**src/rtl/io_uart_in_pkg.sv**
```systemverilog
// -----------------------------------------------------------------------------
// io_uart_in_pkg
// Shared constants for the UART receive bus slave: default register word
// addresses, RX_STAT / RX_DATA bit positions and a helper that builds the
// RX_DATA word.
// -----------------------------------------------------------------------------
package io_uart_in_pkg;

  localparam logic [13:0] RX_DATA_ADR_DEF = 14'h3C02;
  localparam logic [13:0] RX_STAT_ADR_DEF = 14'h3C03;

  // RX_STAT bit positions.
  localparam int ST_NEMPTY  = 0;
  localparam int ST_FULL    = 1;
  localparam int ST_OVR     = 2;
  localparam int ST_IRQEN   = 8;
  localparam int ST_CNT_LSB = 16;

  // RX_DATA bit positions.
  localparam int DT_VALID   = 31;

  // RX_DATA word: valid flag on top, character in the low byte, zero when empty.
  function automatic logic [31:0] data_word(input logic valid, input logic [7:0] ch);
    logic [31:0] w;
    w = '0;
    if (valid) begin
      w[DT_VALID] = 1'b1;
      w[7:0]      = ch;
    end
    return w;
  endfunction

endpackage

```
**src/rtl/io_uart_in_fifo.sv**
```systemverilog
// -----------------------------------------------------------------------------
// io_uart_in_fifo
// Synchronous 8-bit FIFO, depth 2**FIFO_AW, first-word-fall-through head.
// Ports:
//   clk, rst_n      clock, asynchronous active-low reset
//   push, din       write request and character
//   pop             read request (ignored while empty)
//   dout            head character (valid when !empty)
//   full, empty     registered-count based flags
//   count           number of stored entries (0 .. 2**FIFO_AW)
//   drop            push refused because the FIFO was full and not popping
// A push while full is accepted when a pop happens in the same cycle.
// -----------------------------------------------------------------------------
module io_uart_in_fifo #(
  parameter int FIFO_AW = 4
) (
  input  logic               clk,
  input  logic               rst_n,
  input  logic               push,
  input  logic [7:0]         din,
  input  logic               pop,
  output logic [7:0]         dout,
  output logic               full,
  output logic               empty,
  output logic [FIFO_AW:0]   count,
  output logic               drop
);

  localparam int DEPTH = 1 << FIFO_AW;
  localparam logic [FIFO_AW:0] FULL_CNT = (FIFO_AW + 1)'(DEPTH);

  logic [7:0]         mem [DEPTH];
  logic [FIFO_AW-1:0] wr_ptr;
  logic [FIFO_AW-1:0] rd_ptr;
  logic               push_ok;
  logic               pop_ok;

  assign empty   = (count == '0);
  assign full    = (count == FULL_CNT);
  assign pop_ok  = pop && !empty;
  assign push_ok = push && (!full || pop_ok);
  assign drop    = push && !push_ok;
  assign dout    = mem[rd_ptr];

  // NOTE: storage is deliberately not reset; pointers and count alone decide
  // which entries are valid, so the array maps onto plain RAM/flops without
  // a reset network.
  always_ff @(posedge clk) begin
    if (push_ok) mem[wr_ptr] <= din;
  end

  // NOTE: sequential state uses non-blocking assignments so every flop
  // samples pre-edge values regardless of statement order.
  always_ff @(posedge clk or negedge rst_n) begin
    if (!rst_n) begin
      wr_ptr <= '0;
      rd_ptr <= '0;
      count  <= '0;
    end else begin
      if (push_ok) wr_ptr <= wr_ptr + 1'b1;
      if (pop_ok)  rd_ptr <= rd_ptr + 1'b1;
      case ({push_ok, pop_ok})
        2'b10:   count <= count + 1'b1;
        2'b01:   count <= count - 1'b1;
        default: count <= count;
      endcase
    end
  end

endmodule

```
**src/rtl/io_uart_in.sv**
```systemverilog
// -----------------------------------------------------------------------------
// io_uart_in
// UART receive-side bus slave: buffers characters from the UART receive path
// in a small FIFO and exposes them to the CPU as two dma_io words.
//   RX_DATA_ADR : [31] valid, [7:0] head character (reading pops)
//   RX_STAT_ADR : [0] not_empty, [1] full, [2] overrun (W1C), [8] irq_en,
//                 [16+FIFO_AW:16] count
// Ports:
//   clk, rst_n                    clock, asynchronous active-low reset
//   dma_io_we/wadr/wdata          bus write
//   dma_io_radr/radr_en           bus read request
//   dma_io_rdata_in/dma_io_rdata  read chain in / out (1-cycle latency)
//   uart_io_rx_char/rx_we         receive character strobe
//   uart_io_rx_full               back-pressure (FIFO full)
//   interrupt_rx                  level interrupt, data available
// Build option: IO_UART_IN_IRQ_EN adds the irq_en bit and drives
// interrupt_rx; without it interrupt_rx is tied low and RX_STAT[8] reads 0.
// -----------------------------------------------------------------------------
module io_uart_in
  import io_uart_in_pkg::*;
#(
  parameter int          FIFO_AW     = 4,
  parameter logic [13:0] RX_DATA_ADR = RX_DATA_ADR_DEF,
  parameter logic [13:0] RX_STAT_ADR = RX_STAT_ADR_DEF
) (
  input  logic        clk,
  input  logic        rst_n,
  input  logic        dma_io_we,
  input  logic [15:2] dma_io_wadr,
  input  logic [31:0] dma_io_wdata,
  input  logic [15:2] dma_io_radr,
  input  logic        dma_io_radr_en,
  input  logic [31:0] dma_io_rdata_in,
  output logic [31:0] dma_io_rdata,
  input  logic [7:0]  uart_io_rx_char,
  input  logic        uart_io_rx_we,
  output logic        uart_io_rx_full,
  output logic        interrupt_rx
);

  logic [7:0]       head;
  logic             full;
  logic             empty;
  logic [FIFO_AW:0] count;
  logic             drop;
  logic             rd_data_sel;
  logic             rd_stat_sel;
  logic             stat_wr;
  logic             overrun;
  logic             irq_en;
  logic             rd_hit;
  logic [31:0]      rd_data_q;
  logic [31:0]      rd_word;

  assign rd_data_sel = dma_io_radr_en && (dma_io_radr == RX_DATA_ADR);
  assign rd_stat_sel = dma_io_radr_en && (dma_io_radr == RX_STAT_ADR);
  assign stat_wr     = dma_io_we && (dma_io_wadr == RX_STAT_ADR);

  // The pop request is the raw data-register read; the FIFO ignores it when empty.
  io_uart_in_fifo #(.FIFO_AW(FIFO_AW)) u_fifo (
    .clk   (clk),
    .rst_n (rst_n),
    .push  (uart_io_rx_we),
    .din   (uart_io_rx_char),
    .pop   (rd_data_sel),
    .dout  (head),
    .full  (full),
    .empty (empty),
    .count (count),
    .drop  (drop)
  );

  // NOTE: every combinational output gets a default first so no path leaves
  // it unassigned and no latch is inferred.
  always_comb begin
    rd_word = '0;
    if (rd_data_sel) begin
      rd_word = data_word(!empty, head);
    end else if (rd_stat_sel) begin
      rd_word[ST_NEMPTY]                  = !empty;
      rd_word[ST_FULL]                    = full;
      rd_word[ST_OVR]                     = overrun;
      rd_word[ST_IRQEN]                   = irq_en;
      rd_word[ST_CNT_LSB +: FIFO_AW + 1]  = count;
    end
  end

  always_ff @(posedge clk or negedge rst_n) begin
    if (!rst_n) begin
      rd_hit    <= 1'b0;
      rd_data_q <= '0;
    end else begin
      rd_hit <= rd_data_sel || rd_stat_sel;
      if (rd_data_sel || rd_stat_sel) rd_data_q <= rd_word;
    end
  end

  // A fresh overrun in the same cycle as a write-1-to-clear takes priority.
  always_ff @(posedge clk or negedge rst_n) begin
    if (!rst_n) begin
      overrun <= 1'b0;
    end else if (drop) begin
      overrun <= 1'b1;
    end else if (stat_wr && dma_io_wdata[ST_OVR]) begin
      overrun <= 1'b0;
    end
  end

`ifdef IO_UART_IN_IRQ_EN
  logic irq_q;

  always_ff @(posedge clk or negedge rst_n) begin
    if (!rst_n) begin
      irq_en <= 1'b0;
      irq_q  <= 1'b0;
    end else begin
      if (stat_wr) irq_en <= dma_io_wdata[ST_IRQEN];
      irq_q <= irq_en && !empty;
    end
  end

  assign interrupt_rx = irq_q;
`else
  assign irq_en       = 1'b0;
  assign interrupt_rx = 1'b0;
`endif

  assign dma_io_rdata    = rd_hit ? rd_data_q : dma_io_rdata_in;
  assign uart_io_rx_full = full;

  // Only a few write-data bits are meaningful; fold the rest into a sink.
  logic unused_wdata;
  assign unused_wdata = ^dma_io_wdata;

endmodule

```
**config.mk**
```make
export PLATFORM = sky130hd
export DESIGN_NAME = io_uart_in
export DESIGN_NICKNAME = d
export VERILOG_FILES = /design/src/rtl/io_uart_in_pkg.sv /design/src/rtl/io_uart_in_fifo.sv /design/src/rtl/io_uart_in.sv
export SDC_FILE = /design/constraint.sdc
export NUM_CORES = 1
export LEC_CHECK = 0
export ABC_AREA = 1
export CAP_MARGIN = 10
export CORE_MARGIN = 2
export CORE_UTILIZATION = 52
export DETAILED_ROUTE_END_ITERATION = 10
export PLACE_DENSITY_LB_ADDON = 0.05
export SYNTH_ARGS = -nofsm -noshare
export SYNTH_HDL_FRONTEND = slang
export SYNTH_HIERARCHICAL = 1
export SYNTH_SLANG_ARGS = --single-unit
```
**constraint.sdc**
```tcl
create_clock -name clk -period 2.15 [get_ports clk]
set_input_delay 0.43 -clock clk [delete_from_list [all_inputs] [get_ports clk]]
set_output_delay 0.43 -clock clk [all_outputs]
set_load 0.03 [all_outputs]
```
==> flow_summary.json, run 1 <==
{
  "track_usage_pct": 24.4,
  "crit_family": "simple AND/OR/NAND/NOR gates",
  "ys.flop_type": "edfxtp_1",
  "place_ws_ns": -0.495,
  "nets": 915,
  "cp-start-kind": "input port",
  "drc_errors": 0,
  "yosys_register_bits": 157,
  "final_max_slew_viol_count": 0,
  "max_freq_mhz": 480,
  "ys_warn_count": 6,
  "arrival_ns": 2.40,
  "viasPerCell": 5.39,
  "outcome": "finished clean",
  "place_inst": 952,
  "antenna_cells": 0,
  "gp_congestion": 0.823,
  "fp-row-count": 42,
  "worst_ir_drop_vdd_mv": 0.807,
  "antenna_found_initial": 0,
  "finalCritPeriodShare_pct": 97.0,
  "crit_chain": "clkdlybuf4s50_1 -> nand2_1 -> nor2_4 -> nand3_2 -> inv_2 -> nand2_4 -> inv_4 -> nand2_4 -> fa_2 -> nand3b_1 -> nand3_1 -> nand2_1 -> nand2_1 -> nand2_1 -> nand2_1 -> inv_1",
  "synth_nets": 764,
  "leakage_nw": 3.79,
  "use_met1_pct": 33.8,
  "seq_area_frac_synth_pct": 63.6,
  "die_h_um": 122,
  "clkLatencyLatePin_ns": 0.42,
  "met3_usage_pct": 5.06,
  "register_area_um2": 4570,
  "async_reset_ff_share_pct": 18.5,
  "syn_area_um2": 7190,
  "grt-ovfl-total": 0,
  "synth-edff-count": 128,
  "grt_pass1_vias": 5160,
  "area_growth_pct": 30.9,
  "whs_ns": 0.395,
  "nFillCells": 989,
  "critPathBufInv": 4,
  "cts-root-buf": "clkbuf_16",
  "multiInputGateArea_um2": 2260,
  "drt_first_iter_violations": 359,
  "htreeDepth": 4,
  "port_buffers": 106,
  "finClkSkew_ns": 0.00912,
  "cts_buffers": 17,
  "grt_max_degree": 50,
  "crit_top_cell": "nand2_1",
  "avgSynthCellArea_um2": 11.1,
  "core_area_um2": 13300,
  "synth_top_area_cell": "edfxtp_1",
  "netlist_instances": 650,
  "setup_slack_ns": 0.0646,
  "slew_headroom_pct": 58.1,
  "grt_util_met2_pct": 38.6,
  "ys_top_cells_by_count": "nor2_1 (132), edfxtp_1 (128), o21ai_0 (60), nand2_1 (47)",
  "cellPowerDensity_nw_per_um2": 817,
  "max-clock-path-buffers": 2,
  "postRouteAntennaNets": 0,
  "fp.dieArea_um2": 14800,
  "ios": 139,
  "synth.top_cell.area_share_pct": 53.5,
  "setup_violations": 0,
  "die_w_um": 122,
  "dp_hpwl_um": 12100,
  "hold_viol_final": 0,
  "period_minus_slack_ns": 2.09,
  "finalWirelength_um": 17400,
  "synth.most_common_cell": "nor2_1",
  "initial_utilization_pct": 53.9,
  "fin_cells": 990,
  "drive_gt1_share_pct": 19.8,
  "worstSetupPathType": "in2reg",
  "grt_pass1_wl_um": 27000,
  "path_max_fanout": 4,
  "cp_slowest_stage_delay_ns": 0.45,
  "firstDrtPassIters": 5,
  "synth_area_leaders": "edfxtp_1 (53%), dfrtp_1 (10%), nor2_1 (6.9%)",
  "tightest_slew_ns": 0.626,
  "postCtsHoldBufs": 0,
  "ys_types": 34,
  "cp-end-kind": "flop",
  "drv_cap": 0,
  "busiest_layer": "met2",
  "crit_required_ns": 2.47,
  "slowest_stage": "clkdlybuf4s50_1",
  "post_drt_wl_per_cell_um": 17.6,
  "path_clk_slew_ns": 0.06,
  "vias": 5338,
  "min_path_type": "in2async",
  "cts_tree": "done",
  "cts_sinks": 157
}
==> cells in the final DEF, fill, tap and decap left out, drive strengths merged, types with 29 or more instances in the layout <==
master,count
dfrtp,29
nor2,135
clkdlybuf4s50,61
buf,71
nand2,56
o211ai,32
edfxtp,128
inv,58
nand3,58
o21ai,68
==> state kept, by name, indices dropped and copies added, names as in the netlist <==
name / flops
overrun: 1
rd_hit: 1
u_fifo/wr_ptr: 4
rd_data_q: 14
u_fifo/rd_ptr: 4
u_fifo/mem: 128
u_fifo/count: 5
==> worst reg2reg max path: cells and delay by family, from the launching register on <==
kind          cells  cell delay, ns
simple gates     10            1.02
buf+inv           3            0.15
fa+ha+maj         1            0.28
flops             1            0.45
==> worst paths after layout <==
| check | end | slack (ns) | cells after the start | from |
|---|---|---|---|---|
| min in group clk | overrun$_DFFE_PN0P_ | 0.48 | 2 | overrun$_DFFE_PN0P_ |
| worst max register to register | u_fifo/count[4]$_DFFE_PN0P_ | 0.16 | 14 | u_fifo/count[3]$_DFFE_PN0P_ |
| worst max-delay path | u_fifo/count[4]$_DFFE_PN0P_ | 0.06 | 16 | dma_io_radr[14] |
| worst min register to register | overrun$_DFFE_PN0P_ | 0.48 | 2 | overrun$_DFFE_PN0P_ |
| max in group asynchronous | u_fifo/rd_ptr[0]$_DFFE_PN0P_ | 1.45 | 2 | rst_n |
| worst min-delay path | rd_data_q[18]$_DFFE_PN0P_ | 0.40 | 2 | rst_n |
==> power by group <==
part	leakage (nW)	total, W	internal [W]	switching [W]
registers	1.51	0.00374	0.00361	0.000129
clock network	0.261	0.00273	0.00150	0.00123
logic	2.02	0.00123	0.000530	0.000698
==> metrics by stage <==
stage	power, W	TNS (ns)	instance area, µm²	utilization, %
6_report	0.00769	0	9410	70.5
5_1_grt	0.00803	-0.0226	9410	70.5
4_1_cts	0.00772	0	9320	69.8
3_5_place_dp	0.00502	-41.47	8790	65.8
3_3_place_gp	0.00497	-34.82	8790	65.8
2_1_floorplan	0.00440	-4.93	7210	-
==> timing repair <==
item / CTS / global route
buffers inserted: 0 / 6
setup endpoints to repair: 22 / 100
resized for setup: 26 / 19
pin swaps: 0 / 12
==> layer usage <==
metal  wire [µm]  vias up
li1            -     2565
met1        7370     2577
met2        8630      172
met3        1050       24
met4         333        0
met5           0        -
==> cell families after synthesis <==
kind of cell / synth area share [%]
AOI/OAI and AO/OA: 9.05
and+or+nand+nor: 16.8
other: 0.0522
xor gates and xnor gates: 0.975
buffers and inverters: 5.87
DFF: 63.6
muxes: 2.04
adders and majority gates: 1.67
==> layout make-up <==
| class | instances | area share (%) |
|---|---|---|
| multi-input cells | 405 | 24.0 |
| flip-flops and latches | 157 | 48.6 |
| clock buffers | 18 | 4.56 |
| clock inverters | 14 | 1.18 |
| well taps | 176 | 2.34 |
| inverters | 55 | 2.26 |
| repair buffers | 165 | 17.1 |
No activity file was read; power rests on OpenSTA's default activity.
==> inputs of run 2 (changes only) <==
--- a/config.mk
+++ b/config.mk
@@ -11,6 +11,7 @@
 export CORE_UTILIZATION = 52
 export DETAILED_ROUTE_END_ITERATION = 10
 export PLACE_DENSITY_LB_ADDON = 0.05
+export SLEW_MARGIN = 25
 export SYNTH_ARGS = -nofsm -noshare
 export SYNTH_HDL_FRONTEND = slang
 export SYNTH_HIERARCHICAL = 1
==> results of run 2 <==
Final layout, timing and power as in run 1 (identical DEF).
==> inputs of run 3 (changes only) <==
--- a/config.mk
+++ b/config.mk
@@ -8,9 +8,10 @@
 export ABC_AREA = 1
 export CAP_MARGIN = 10
 export CORE_MARGIN = 2
-export CORE_UTILIZATION = 52
+export CORE_UTILIZATION = 53
 export DETAILED_ROUTE_END_ITERATION = 10
 export PLACE_DENSITY_LB_ADDON = 0.05
+export RECOVER_POWER = 25
 export SLEW_MARGIN = 25
 export SYNTH_ARGS = -nofsm -noshare
 export SYNTH_HDL_FRONTEND = slang
==> constraint.sdc (replaced) <==
create_clock -name clk -period 2.7 [get_ports clk]
set_input_delay 0.54 -clock clk [delete_from_list [all_inputs] [get_ports clk]]
set_output_delay 0.54 -clock clk [all_outputs]
set_load 0.03 [all_outputs]
==> run 3 against run 2 <==
  * The flow now finishes with violations (max-capacitance violations, max-slew violations)
  * Clock skew increased by 0.00053 ns
  * Sequential power decreased by 20%
  * Sequential cell count unchanged
  * Via count decreased by 4.3%
  * Global-route usage decreased by 1.3 points
  * First-iteration DRC count increased by 1.9%
  * Sequential share of layout area increased by 1.9 points
  * Largest power group unchanged
==> flow_summary.json, run 3 (synthesized netlist as in run 1, its figures left out) <==
{
  "design_area_um2": 9060,
  "gp_congestion": 0.819,
  "viasPerCell": 5.29,
  "cts_tree": "done",
  "slew_headroom_pct": -12.8,
  "finalCritPeriodShare_pct": 93.8,
  "cts-root-buf": "clkbuf_16",
  "core_area_um2": 13200,
  "fin_setup_tns_ns": 0,
  "fp.dieArea_um2": 14500,
  "area_growth_pct": 26.0,
  "finClkSkew_ns": 0.00965,
  "post_cts_buffers": 0,
  "die_w_um": 120,
  "grt_pass1_vias": 5036,
  "max_freq_mhz": 395,
  "port_buffers": 106,
  "crit_required_ns": 2.16,
  "setup_violations": 0,
  "largest_reg_flops": 128,
  "hold_viol_final": 0,
  "path_max_fanout": 18,
  "initial_utilization_pct": 54.3,
  "violations": "max-capacitance violations, max-slew violations",
  "track_usage_pct": 23.1,
  "antenna_cells": 0,
  "grt_pass1_wl_um": 25300,
  "cellPowerDensity_nw_per_um2": 660,
  "place_inst": 936,
  "hold_depth": 2,
  "leakage_nw": 3.50,
  "path_clk_slew_ns": 0.06,
  "drt_first_iter_violations": 366,
  "hold_path_end": "overrun$_DFFE_PN0P_",
  "arrival_ns": 1.99,
  "clkLatencyLatePin_ns": 0.42,
  "top_register": "u_fifo/mem",
  "min_path_type": "reg2reg",
  "tightest_slew_ns": 1.69,
  "die_h_um": 120,
  "postCtsHoldBufs": 0,
  "postRouteAntennaNets": 0,
  "finalPower_w": 0.00598,
  "cp-start-kind": "flop",
  "drc_errors": 0,
  "rsz0062_at_grt": "false",
  "nets": 893,
  "cts_sinks": 157,
  "period_minus_slack_ns": 2.53,
  "fin_cells": 966,
  "drive_gt1_share_pct": 13.8,
  "cts_buffers": 17,
  "ff2ff_path_depth": 13,
  "htreeDepth": 4,
  "worstSetupPathType": "reg2out",
  "outcome": "finished with violations",
  "dp_hpwl_um": 10500,
  "reg2reg_slack_ns": 0.67,
  "grt_max_degree": 75,
  "antenna_found_initial": 0,
  "hold_path_startpoint": "overrun$_DFFE_PN0P_",
  "firstDrtPassIters": 5,
  "max-clock-path-buffers": 2,
  "finalWirelength_um": 15900,
  "post_drt_wl_per_cell_um": 16.5,
  "drv_cap": 1,
  "reg2reg_from": "u_fifo/count[1]$_DFFE_PN0P_",
  "worst_ir_drop_vdd_mv": 0.575,
  "final_max_slew_viol_count": 30,
  "layout_common_cells": "nor2_1 (132), edfxtp_1 (128), clkdlybuf4s50_1 (99)",
  "cp-end-kind": "output port",
  "grt-ovfl-total": 0,
  "place_area_um2": 8540,
  "final_common_cell": "nor2_1",
  "fp-row-count": 42,
  "vias": 5111,
  "ios": 139,
  "top_regs": "u_fifo/mem x128, rd_data_q x14, u_fifo/count x5",
  "r2r-end": "u_fifo/count[4]$_DFFE_PN0P_",
  "whs_ns": 0.503
}
==> run 3: cell count changes in the layout (fill, tap and decap cells not counted), sizes merged <==
cell	change
buf	-35
clkinv	+1
inv	-2
dlymetal6s2s	-10
dlygate4sd2	-21
clkbuf	-1
clkdlybuf4s50	+38
dlygate4sd3	+6
==> run 3: per-stage QoR <==
step | worst slack (ns) | utilization (%)
6_report | 0.167 | 68.4
5_1_grt | 0.0741 | 68.4
4_1_cts | 0.0397 | 68.4
3_5_place_dp | -0.0264 | 64.5
3_3_place_gp | -0.0122 | 64.5
2_1_floorplan | 0.334 | -
==> run 3: critical path: stages (launching register included) <==
cell             delay, ns
dfrtp_2               0.52
buf_4                 0.24
nor2_1                0.12
clkdlybuf4s50_1       0.69
==> run 3: how the worst max path moves through the flow <==
stage,start,end,slack (ns)
finish,rd_hit$_DFF_PN0_,dma_io_rdata[22],0.17
global placement,dma_io_radr[5],u_fifo/count[4]$_DFFE_PN0P_,-0.01
floorplan,dma_io_radr[9],u_fifo/count[4]$_DFFE_PN0P_,0.33
detailed placement,dma_io_radr[5],u_fifo/count[4]$_DFFE_PN0P_,-0.03
CTS,rd_hit$_DFF_PN0_,dma_io_rdata[8],0.04
global route,rd_hit$_DFF_PN0_,dma_io_rdata[21],0.07
==> run 3: cell type report <==
type	count	area (µm²)
inverter	55	210
timing repair buffer	143	1340
tap	176	220
fill	982	4180
sequential	157	4570
clock inverter	13	95.1
clock buffer	17	425
multi-input combinational	405	2200
==> run 3: what timing repair did <==
action,4_1_cts,5_1_grt
hold endpoints to repair,0,0
resized for setup,0,2
endpoints found under the setup margin,0,33
==> run 3: power by group <==
part	leakage [nW]	internal, W	switching (W)
clock network	0.250	0.00117	0.000941
logic	1.75	0.000369	0.000504
registers	1.51	0.00287	0.000125
total	3.50	0.00441	0.00157
==> run 3: routing by layer <==
| metal | up-vias | part of all wire (%) | global-route usage, % |
|---|---|---|---|
| met5 | - | 0 | 0 |
| met4 | 0 | 1.5 | 8.28 |
| met3 | 20 | 6.9 | 6.04 |
| met2 | 158 | 50 | 39.3 |
| met1 | 2416 | 42 | 28.6 |
| li1 | 2517 | - | - |
